<file path="config.mk">
export PLATFORM = sky130hd
export DESIGN_NAME = mac_dot_sequencer
export DESIGN_NICKNAME = d
export VERILOG_FILES = /design/src/rtl/mac_dot_sequencer.sv
export SDC_FILE = /design/constraint.sdc
export NUM_CORES = 1
export LEC_CHECK = 0
export CORE_MARGIN = 3
export CORE_UTILIZATION = 32
export CTS_CLUSTER_SIZE = 20
export DETAILED_ROUTE_END_ITERATION = 8
export GPL_TIMING_DRIVEN = 0
export MAX_ROUTING_LAYER = met4
export PLACE_DENSITY = 0.73
export SYNTH_ARGS = -nofsm -noshare
export SYNTH_HDL_FRONTEND = slang
export SYNTH_SLANG_ARGS = --single-unit
</file>
<file path="constraint.sdc">
create_clock -name clk -period 3.24 [get_ports clk]
set_clock_uncertainty 0.1 [all_clocks]
set_input_delay 0.648 -clock clk [delete_from_list [all_inputs] [get_ports clk]]
set_output_delay 0.648 -clock clk [all_outputs]
set_load 0.05 [all_outputs]
</file>
<file path="src/rtl/mac_dot_sequencer.sv">
// Dot-product sequencer: streams two buffer vectors through an external signed MAC,
// waits out the MAC pipeline and returns the 32-bit accumulator on a valid/ready port.
module mac_dot_sequencer #(
    parameter int unsigned ADDR_W  = 8,
    parameter int unsigned MAC_LAT = 3
) (
    input  logic                clk,
    input  logic                rst,
    input  logic                start,
    input  logic [ADDR_W:0]     len,
    input  logic [ADDR_W-1:0]   a_base,
    input  logic [ADDR_W-1:0]   b_base,
    output logic                busy,
    output logic                rd_en,
    output logic [ADDR_W-1:0]   rd_addr_a,
    output logic [ADDR_W-1:0]   rd_addr_b,
    input  logic signed [15:0]  rd_data_a,
    input  logic signed [15:0]  rd_data_b,
    output logic                mac_rst_n,
    output logic                mac_ce,
    output logic signed [15:0]  mac_a,
    output logic signed [15:0]  mac_b,
    input  logic signed [31:0]  mac_result,
    output logic                out_valid,
    input  logic                out_ready,
    output logic signed [31:0]  out_result
);

    localparam int unsigned IW = ADDR_W + 1;
    // Drain counter must reach MAC_LAT; extra bit keeps it at least 2 bits wide.
    localparam int unsigned DW = $clog2(MAC_LAT + 2) + 1;

    typedef enum logic [2:0] {StIdle, StClear, StStream, StDrain, StDone} state_e;

    state_e             state_q, state_d;
    logic [IW-1:0]      len_q, len_d;
    logic [ADDR_W-1:0]  a_base_q, a_base_d;
    logic [ADDR_W-1:0]  b_base_q, b_base_d;
    logic [IW-1:0]      idx_q, idx_d;
    logic [DW-1:0]      drain_q, drain_d;
    logic signed [31:0] result_q, result_d;
    logic               ce_q;

    always_ff @(posedge clk) begin
        if (!rst) begin
            state_q  <= StIdle;
            len_q    <= '0;
            a_base_q <= '0;
            b_base_q <= '0;
            idx_q    <= '0;
            drain_q  <= '0;
            result_q <= '0;
            ce_q     <= 1'b0;
        end else begin
            state_q  <= state_d;
            len_q    <= len_d;
            a_base_q <= a_base_d;
            b_base_q <= b_base_d;
            idx_q    <= idx_d;
            drain_q  <= drain_d;
            result_q <= result_d;
            // Buffer data lands one cycle after the read, so the MAC enable trails rd_en.
            ce_q     <= (state_q == StStream);
        end
    end

    always_comb begin
        state_d  = state_q;
        len_d    = len_q;
        a_base_d = a_base_q;
        b_base_d = b_base_q;
        idx_d    = idx_q;
        drain_d  = drain_q;
        result_d = result_q;
        case (state_q)
            StIdle: begin
                if (start) begin
                    len_d    = len;
                    a_base_d = a_base;
                    b_base_d = b_base;
                    if (len == '0) begin
                        result_d = '0;
                        state_d  = StDone;
                    end else begin
                        state_d = StClear;
                    end
                end
            end
            StClear: begin
                idx_d   = '0;
                state_d = StStream;
            end
            StStream: begin
                if (idx_q == len_q - IW'(1)) begin
                    drain_d = '0;
                    state_d = StDrain;
                end else begin
                    idx_d = idx_q + IW'(1);
                end
            end
            StDrain: begin
                // First DRAIN cycle holds the last mac_ce; its product shows MAC_LAT later.
                if (drain_q == DW'(MAC_LAT)) begin
                    result_d = mac_result;
                    state_d  = StDone;
                end else begin
                    drain_d = drain_q + DW'(1);
                end
            end
            StDone: begin
                if (out_ready) begin
                    state_d = StIdle;
                end
            end
            default: state_d = StIdle;
        endcase
    end

    always_comb begin
        busy       = rst && (state_q != StIdle);
        rd_en      = rst && (state_q == StStream);
        rd_addr_a  = rd_en ? a_base_q + idx_q[ADDR_W-1:0] : '0;
        rd_addr_b  = rd_en ? b_base_q + idx_q[ADDR_W-1:0] : '0;
        mac_rst_n  = rst && (state_q != StClear);
        mac_ce     = rst && ce_q;
        mac_a      = mac_ce ? rd_data_a : '0;
        mac_b      = mac_ce ? rd_data_b : '0;
        out_valid  = rst && (state_q == StDone);
        out_result = rst ? result_q : '0;
    end

endmodule
</file>
* Word level (Yosys, flattened, before mapping)
Cells that the tools add are included.
Cells by class: reductions and logical operators 16, equal/unequal tests 14, $add $sub $neg 5, multiplexer cells 20
Operator list (number):
- 32-bit two-way mux | 4
- 32-bit one-hot mux with 2 select lines | 1
- 16-bit two-way mux | 2
- 9-bit one-hot mux with 2 select lines | 1
- 8-bit adder | 2
- 8-bit two-way mux | 2
- 3-bit two-way mux | 5
- 3-bit one-hot mux with 5 select lines | 1
- 2-bit != test, second input constant | 6
- 9-bit by 1-bit adder with 9-bit output, second input constant | 1
- 9-bit equality test | 1
- 9-bit zero test | 1
- 9-bit two-way mux | 1
- 9-bit by 1-bit subtractor with 9-bit output, second input constant | 1
- 4-bit two-way mux | 2
- 4-bit one-hot mux with 2 select lines | 1
- 4-bit AND reduction | 2
- 3-bit by 2-bit equality test with 1-bit output, second input constant | 2
- 2-bit nonzero test | 3
- 1-bit logical AND | 5
- 4-bit by 1-bit adder with 4-bit output, second input constant | 1
- 4-bit by 2-bit equality test with 1-bit output, second input constant | 1
- 2-bit AND reduction | 2
- 3-bit by 1-bit equality test with 1-bit output, second input constant | 1
- 6 further kinds | 6
Word-level totals: logic and storage cells 63, register bits after elaboration 74, output and inout bits 85, input port bits 93

* Depth between registers and ports, before layout
Gate-level depths: netlist of run 1.
word-level depth 4, mapped depth 11, mapped depth without buffers 8

* Least setup slack after synthesis of run 1
No wires, ideal clock.
path type reg2out, start register idx_q[1], end output rd_addr_a[7], data required time 2.492 ns, stages on the path, launching flop included 8, arrival 2.563 ns, path slack -0.071 ns, buffers on the path 0, path through dfxtp_1 -> ha_1 -> a21o_1 -> a21oi_1 -> o21bai_1 -> a2111oi_0 -> o31ai_1 -> a21oi_1
On the way: longest elaborated chain between the ends 2
RTL lines:
- start: declaration | RTL line 39 | logic [IW-1:0] idx_q, idx_d;
- start signal: assignment | RTL line 59 | idx_q <= idx_d;
- 8-bit adder | RTL line 122 | rd_addr_a = rd_en ? a_base_q + idx_q[ADDR_W-1:0] : '0;
- 8-bit two-way mux | RTL line 122
- end: declaration | RTL line 15 | output logic [ADDR_W-1:0] rd_addr_a,
No other way between the ends.

* Worst setup path after layout of run 1
start input rst, end output out_result[17]
On the way: longest elaborated chain between the ends 1
RTL lines:
- start: declaration | RTL line 8 | input logic rst,
- 32-bit two-way mux | RTL line 129 | out_result = rst ? result_q : '0;
- end: declaration | RTL line 26 | output logic signed [31:0] out_result
No other way between the ends.

==> results.py, run 1 <==
metrics = {
    "clock_tree": {
        "cts_buffer_depth": 2,
        "cts_tree": "yes",
        "htree_levels": 3,
        "root_buffer": "clkbuf_16",
        "cts_buffers": 9,
        "holdBufCountCts": 0,
        "clkSlewWorstSetupHoldPaths_ns": 0.05,
        "cts_sinks": 74,
        "clkLatencyLatePin_ns": 0.32,
    },
    "logic_synthesis": {
        "yosysSeqAreaShare": 0.371,
        "synth_edf_count": 0,
        "synth-warning-count": 0,
        "synth-seq-cells": 74,
        "synthFlopType": "dfxtp_1",
        "netlist_area_um2": 3990,
        "synthDistinctLibCells": 47,
        "syn_inst": 480,
        "synthArstFlopShare": 0,
        "synth.avg_cell_area_um2": 8.32,
        "synthesis.nets": 592,
    },
    "pwr": {
        "p_switching_mw": 0.637,
        "irDropWorstVdd_v": 0.000347,
        "combPwrFrac": 0.172,
        "power.internal_mw": 1.90,
        "p_sw_frac": 0.251,
        "p_clk_frac": 0.443,
        "power_frac_seq": 0.385,
        "p_leak_nw": 2.75,
        "power.total_mw": 2.54,
        "power_density_nw_per_um2": 398,
    },
    "drt": {
        "drt-total-wl_um": 13000,
        "drt_iter0_drc": 155,
        "vias_per_cell": 4.99,
        "firstDrtPassIters": 5,
        "num_vias": 4209,
        "ant_nets": 0,
        "wl_per_cell_um": 15.4,
        "drc": 0,
    },
    "layout": {
        "layout-drive-gt1-share": 0.151,
        "antenna_cells": 0,
        "area_growth_pct": 59.7,
        "utilization": 0.527,
        "fin_nets": 782,
    },
    "placed_design": {
        "post-dp-hpwl_um": 9850,
        "place_ws_ns": -0.701,
        "gp_congestion": 0.837,
        "io_buffers": 177,
    },
    "worst_hold_path": {
        "holdCritStartpoint": "a_base_q[2]",
        "whs_endpoint": "a_base_q[2]",
        "hold_class": "register to register",
        "hold_depth": 2,
    },
    "setup_path": {
        "cp.arrival_ns": 2.38,
        "r2r_cells": 8,
        "r2r_end": "drain_q[2]",
        "path_delay_family": "buffers and inverters",
        "crit_path_end_kind": "output port",
        "start_kind": "primary input",
        "critPathRequiredTime_ns": 2.49,
        "crit_type": "primary input to output port",
        "worstReg2RegStart": "len_q[2]",
        "crit_path_cell_trace": "clkdlybuf4s50_1, buf_2, clkbuf_1, and2_1, clkdlybuf4s15_2",
        "worst-path-stages": 5,
        "reg2reg_slack_ns": 0.40,
        "slowest_delay_ns": 0.55,
        "slowest_stage": "clkdlybuf4s50_1",
        "cp_max_fo": 10,
        "crit_buf_inv": 4,
    },
    "grt": {
        "grt_pass1_vias": 4383,
        "grt_antenna_before_repair": 0,
        "gr-total-overflow": 0,
        "grt_max_degree": 15,
        "grt_first_pass_wirelength_um": 21100,
        "grtUsageTotal": 0.188,
    },
    "sta": {
        "hold_viol": 0,
        "fin_crit_sh": 0.965,
        "max_freq_mhz": 320,
        "slew_viol_final": 0,
        "max_slew_margin": 0.604,
        "finalSetupViolations": 0,
        "tightestPinTransition_ns": 0.591,
        "hold_ws_ns": 0.361,
        "period_minus_slack_ns": 3.13,
        "setup_ws_ns": 0.115,
    },
    "status": {
        "status": "finished clean",
    },
    "die": {
        "ioPinCount": 178,
        "core_um2": 12100,
        "start_util": 0.330,
        "die_y_um": 118,
        "num_rows": 40,
        "die_area_um2": 13900,
        "die_x_um": 118,
    },
    "job": {
        "max_cap_violations": 0,
    },
}
==> cells by family (layout without fill, tap and decap cells) <==
family | count (synthesis) | in the layout | share of synthesized area
AOI/OAI and AO/OA | 115 | 115 | 0.199
xor gates and xnor gates | 22 | 22 | 0.0482
adders and majority gates | 19 | 19 | 0.0633
buffers and inverters | 46 | 241 | 0.0464
DFF | 74 | 74 | 0.371
muxes | 1 | 1 | 0.00251
and+or+nand+nor | 203 | 203 | 0.269
==> how the worst max path moves through the flow <==
stage / from / endpoint / slack (ns)
finish: rst / out_result[17] / 0.11
global route: idx_q[1] / rd_addr_b[7] / -0.003
CTS: idx_q[0] / rd_addr_b[6] / 0.01
detailed placement: rst / rd_addr_a[5] / -0.70
global placement: rst / rd_addr_b[6] / -0.67
floorplan: idx_q[0] / rd_addr_a[6] / 0.21
==> metrics by stage <==
stage | TNS [ns] | std cells | instance area, um2
floorplan | 0 | 480 | 4000
global placement | -29.54 | 825 | 5980
detailed placement | -31.85 | 825 | 5980
CTS | 0 | 840 | 6350
global route | -0.00471 | 843 | 6380
finish | 0 | 843 | 6380
==> cells in the mapped netlist (2+ instances only) <==
master,n,area share
a2111oi_0,3,0.0066
nor4_1,3,0.0047
a31oi_1,2,0.0031
nand2b_1,3,0.0047
and2_1,41,0.064
nor2_1,21,0.020
clkbuf_1,30,0.028
nand3_1,3,0.0038
o21bai_1,4,0.0075
and3_1,36,0.056
inv_2,2,0.0019
or4_1,9,0.017
dfxtp_1,74,0.37
nor3_1,7,0.0088
inv_1,10,0.0094
nand3b_1,2,0.0038
xnor2_1,14,0.031
xor2_1,8,0.018
nand2_1,63,0.059
nand4_1,5,0.0078
a22o_1,33,0.072
ha_1,17,0.053
or3_1,4,0.0063
fa_1,2,0.010
a21o_1,5,0.0094
a21oi_1,45,0.056
o21ai_1,3,0.0038
o31ai_1,12,0.023
==> tightest hold or removal path, stage by stage, from the launching register on <==
cell	delay [ns]
dfxtp_1	0.31
nand2_1	0.05
a21oi_1	0.05
==> power groups by stage <==
stage / clock network, mW / registers (mW) / logic [mW]
5_1_grt: 1.19 / 0.981 / 0.480
6_report: 1.12 / 0.976 / 0.437
3_3_place_gp: 0 / 0.993 / 0.425
2_1_floorplan: 0 / 0.985 / 0.240
3_5_place_dp: 0 / 0.995 / 0.437
4_1_cts: 1.15 / 0.976 / 0.435
==> timing repair <==
| action | CTS | global route |
|---|---|---|
| setup endpoints to repair | 85 | 43 |
| resized for setup | 225 | 33 |
| buffers inserted | 0 | 3 |
| pin swaps | 0 | 6 |
==> routing by layer <==
layer  vias to the layer above  track usage  wire length (um)
li1                       2092            -                 -
met1                      1935        0.219              5650
met2                       161        0.318              6250
met3                        21       0.0471               860
met4                         0       0.0593               199
met5                         -            -                 0
==> state kept, by name, indices dropped and copies added (netlist names) <==
signal    flops
drain_q       4
result_q     32
state_q       3
b_base_q      8
a_base_q      8
ce_q          1
idx_q         9
len_q         9
==> layout make-up <==
class / instances / area (um2)
fillers: 1148 / 5730
multi-input cells: 360 / 2370
repair buffers: 180 / 1780
flip-flops and latches: 74 / 1490
clock buffers: 11 / 233
well taps: 168 / 210
plain buffers: 33 / 143
clock inverters: 5 / 103
inverters: 12 / 45.0
==> layout by cell type (no fill, tap or decap), types with 4 or more instances in the layout <==
master and n:
buf_2 8, nor2_1 21, inv_1 10, dlygate4sd2_1 24, and3_1 36, nand4_1 5
nand2_1 62, a22o_1 33, clkdlybuf4s15_2 47, a21oi_1 38, nor3_1 7, or4_1 9
clkbuf_1 26, buf_4 6, a21oi_2 7, xor2_1 8, or3_1 4, dfxtp_1 71
clkbuf_16 9, xnor2_1 14, o31ai_1 12, and2_1 41, ha_1 17, clkbuf_2 5
a21o_1 5, clkdlybuf4s50_1 92
(Power assumes the default switching activity.)
==> run 2, diff against run 1 <==
- DONT_BUFFER_PORTS: default -> 1
- PLACE_DENSITY: 0.73 -> 0.55
==> results.py, run 2 (synthesized netlist as in run 1, its figures left out) <==
metrics = {
    "die": {
        "start_util": 0.330,
        "die_area_um2": 13900,
        "ioPinCount": 178,
        "num_rows": 40,
        "die_y_um": 118,
        "die_x_um": 118,
        "core_um2": 12100,
    },
    "layout": {
        "antenna_cells": 0,
        "final_cell_mix": "dfxtp_1 (72), nand2_1 (63), a21oi_1 (38)",
        "layout-drive-gt1-share": 0.111,
        "finalNonFillerCells": 665,
        "fin_nets": 606,
        "final_cell_area_um2": 4740,
        "num-fill-cells": 1259,
        "layout_commonest_cell": "dfxtp_1",
        "top_regs": "result_q x32, idx_q x9, len_q x9",
        "area_growth_pct": 18.6,
        "largest_register_ffs": 32,
        "regMostFlops": "result_q",
    },
    "pwr": {
        "p_switching_mw": 0.624,
        "power_density_nw_per_um2": 496,
        "combPwrFrac": 0.135,
        "p_clk_frac": 0.451,
        "power.internal_mw": 1.73,
        "p_leak_nw": 1.94,
        "p_sw_frac": 0.266,
        "irDropWorstVdd_v": 0.000273,
        "power_frac_seq": 0.414,
    },
    "setup_path": {
        "crit_buf_inv": 0,
        "path_delay_family": "compound AO/OA/AOI/OAI gates",
        "r2r_cells": 8,
        "reg2reg_slack_ns": 0.35,
        "slowest_delay_ns": 0.50,
        "cp_max_fo": 4,
        "slowest_stage": "or4_4",
        "worst-path-stages": 7,
        "start_kind": "register",
        "r2r_end": "drain_q[2]",
        "crit_path_cell_trace": "ha_1, a21o_1, a21oi_2, o21bai_2, a2111oi_4, or4_4, a21oi_4",
        "crit_type": "register to output port",
        "worstReg2RegStart": "len_q[3]",
        "critPathRequiredTime_ns": 2.49,
        "cp.arrival_ns": 2.43,
        "crit_path_end_kind": "output port",
        "crit_start": "idx_q[1]",
        "crit_path_end": "rd_addr_b[7]",
    },
    "sta": {
        "fin_crit_sh": 0.980,
        "finalSetupViolations": 0,
        "rsz0062_at_grt": "yes",
        "max_slew_margin": 0.317,
        "hold_viol": 0,
        "tightestPinTransition_ns": 1.02,
        "slew_viol_final": 0,
        "period_minus_slack_ns": 3.18,
        "max_freq_mhz": 315,
    },
    "placed_design": {
        "place_area_um2": 4210,
        "gp_congestion": 0.868,
        "dpl.cell_count": 648,
        "io_buffers": 0,
        "post-dp-hpwl_um": 8730,
    },
    "clock_tree": {
        "clkSlewWorstSetupHoldPaths_ns": 0.06,
        "cts_buffers": 9,
        "cts_buffer_depth": 2,
        "root_buffer": "clkbuf_16",
        "cts_sinks": 74,
        "clkLatencyLatePin_ns": 0.33,
        "htree_levels": 3,
        "cts_tree": "yes",
    },
    "worst_hold_path": {
        "holdCritStartpoint": "mac_result[30]",
        "hold_depth": 1,
        "hold_class": "primary input to register",
    },
    "drt": {
        "drt-total-wl_um": 11300,
        "drc": 0,
        "num_vias": 3542,
        "firstDrtPassIters": 5,
        "drt_iter0_drc": 204,
        "wl_per_cell_um": 17.1,
        "vias_per_cell": 5.33,
        "ant_nets": 0,
    },
    "status": {
        "status": "finished clean",
    },
    "grt": {
        "grtUsageTotal": 0.165,
        "grt_first_pass_wirelength_um": 18000,
        "gr-total-overflow": 0,
        "grt_pass1_vias": 3492,
        "grt_antenna_before_repair": 0,
        "grt_max_degree": 13,
    },
    "job": {
        "max_cap_violations": 0,
    },
}
==> run 2: layout make-up <==
class,count,area [um2],area share
Buffer,34,144,0.0304
Clock inverter,4,76.3,0.0161
Timing Repair Buffer,3,22.5,0.00475
Clock buffer,10,239,0.0504
Inverter,12,47.5,0.0100
Sequential cell,74,1490,0.314
Multi-Input combinational cell,360,2510,0.530
Tap cell,168,210,0.0444
==> run 2: what timing repair did <==
action | 4_1_cts | 5_1_grt
pin swaps | 6 | 8
resized for setup | 27 | 24
setup buffers | 2 | 1
setup endpoints to repair | 11 | 16
hold buffers | 0 | 0
==> run 2: worst min-delay path by stage <==
stage                         to  slack, ns
CTS                  result_q[2]       0.32
detailed placement   b_base_q[2]       0.35
global placement     b_base_q[6]       0.35
global route        result_q[27]       0.32
floorplan            a_base_q[0]       0.34
finish              result_q[30]       0.34
==> run 2: power by group through the flow <==
stage               clock, mW  combinational [mW]  sequential [mW]
floorplan                   0               0.240            0.985
global placement            0               0.286            0.996
detailed placement          0               0.292            0.997
CTS                      1.09               0.306            0.976
global route             1.13               0.355            0.978
finish                   1.06               0.317            0.974
==> run 2: stage by stage <==
step                      setup slack [ns]  hold WS [ns]  power (mW)  utilization  TNS [ns]
after floorplan                      0.209         0.341        1.23            -         0
after global placement              -0.206         0.350        1.28        0.348    -0.487
after detailed placement            -0.241         0.354        1.29        0.348    -0.554
after CTS                          -0.0942         0.322        2.37        0.383    -0.487
after global routing              0.000572         0.324        2.46        0.391         0
final                               0.0640         0.339        2.35        0.391         0
==> run 2: per-layer routing <==
layer | vias up | GRT usage | routed length [um]
met5 | - | - | 0
met4 | 0 | 0.0462 | 57
met3 | 4 | 0.0548 | 1010
met2 | 149 | 0.263 | 5370
met1 | 1657 | 0.201 | 4920
li1 | 1732 | - | -
==> run 2: worst register-to-register path, cell delays in order, from the launching register on <==
cell and delay [ns]:
dfxtp_1 0.39, or4_1 0.56, or4_1 0.51, a222oi_1 0.35
o311a_1 0.30, buf_4 0.19, buf_6 0.15, o31ai_1 0.08
and2_1 0.17
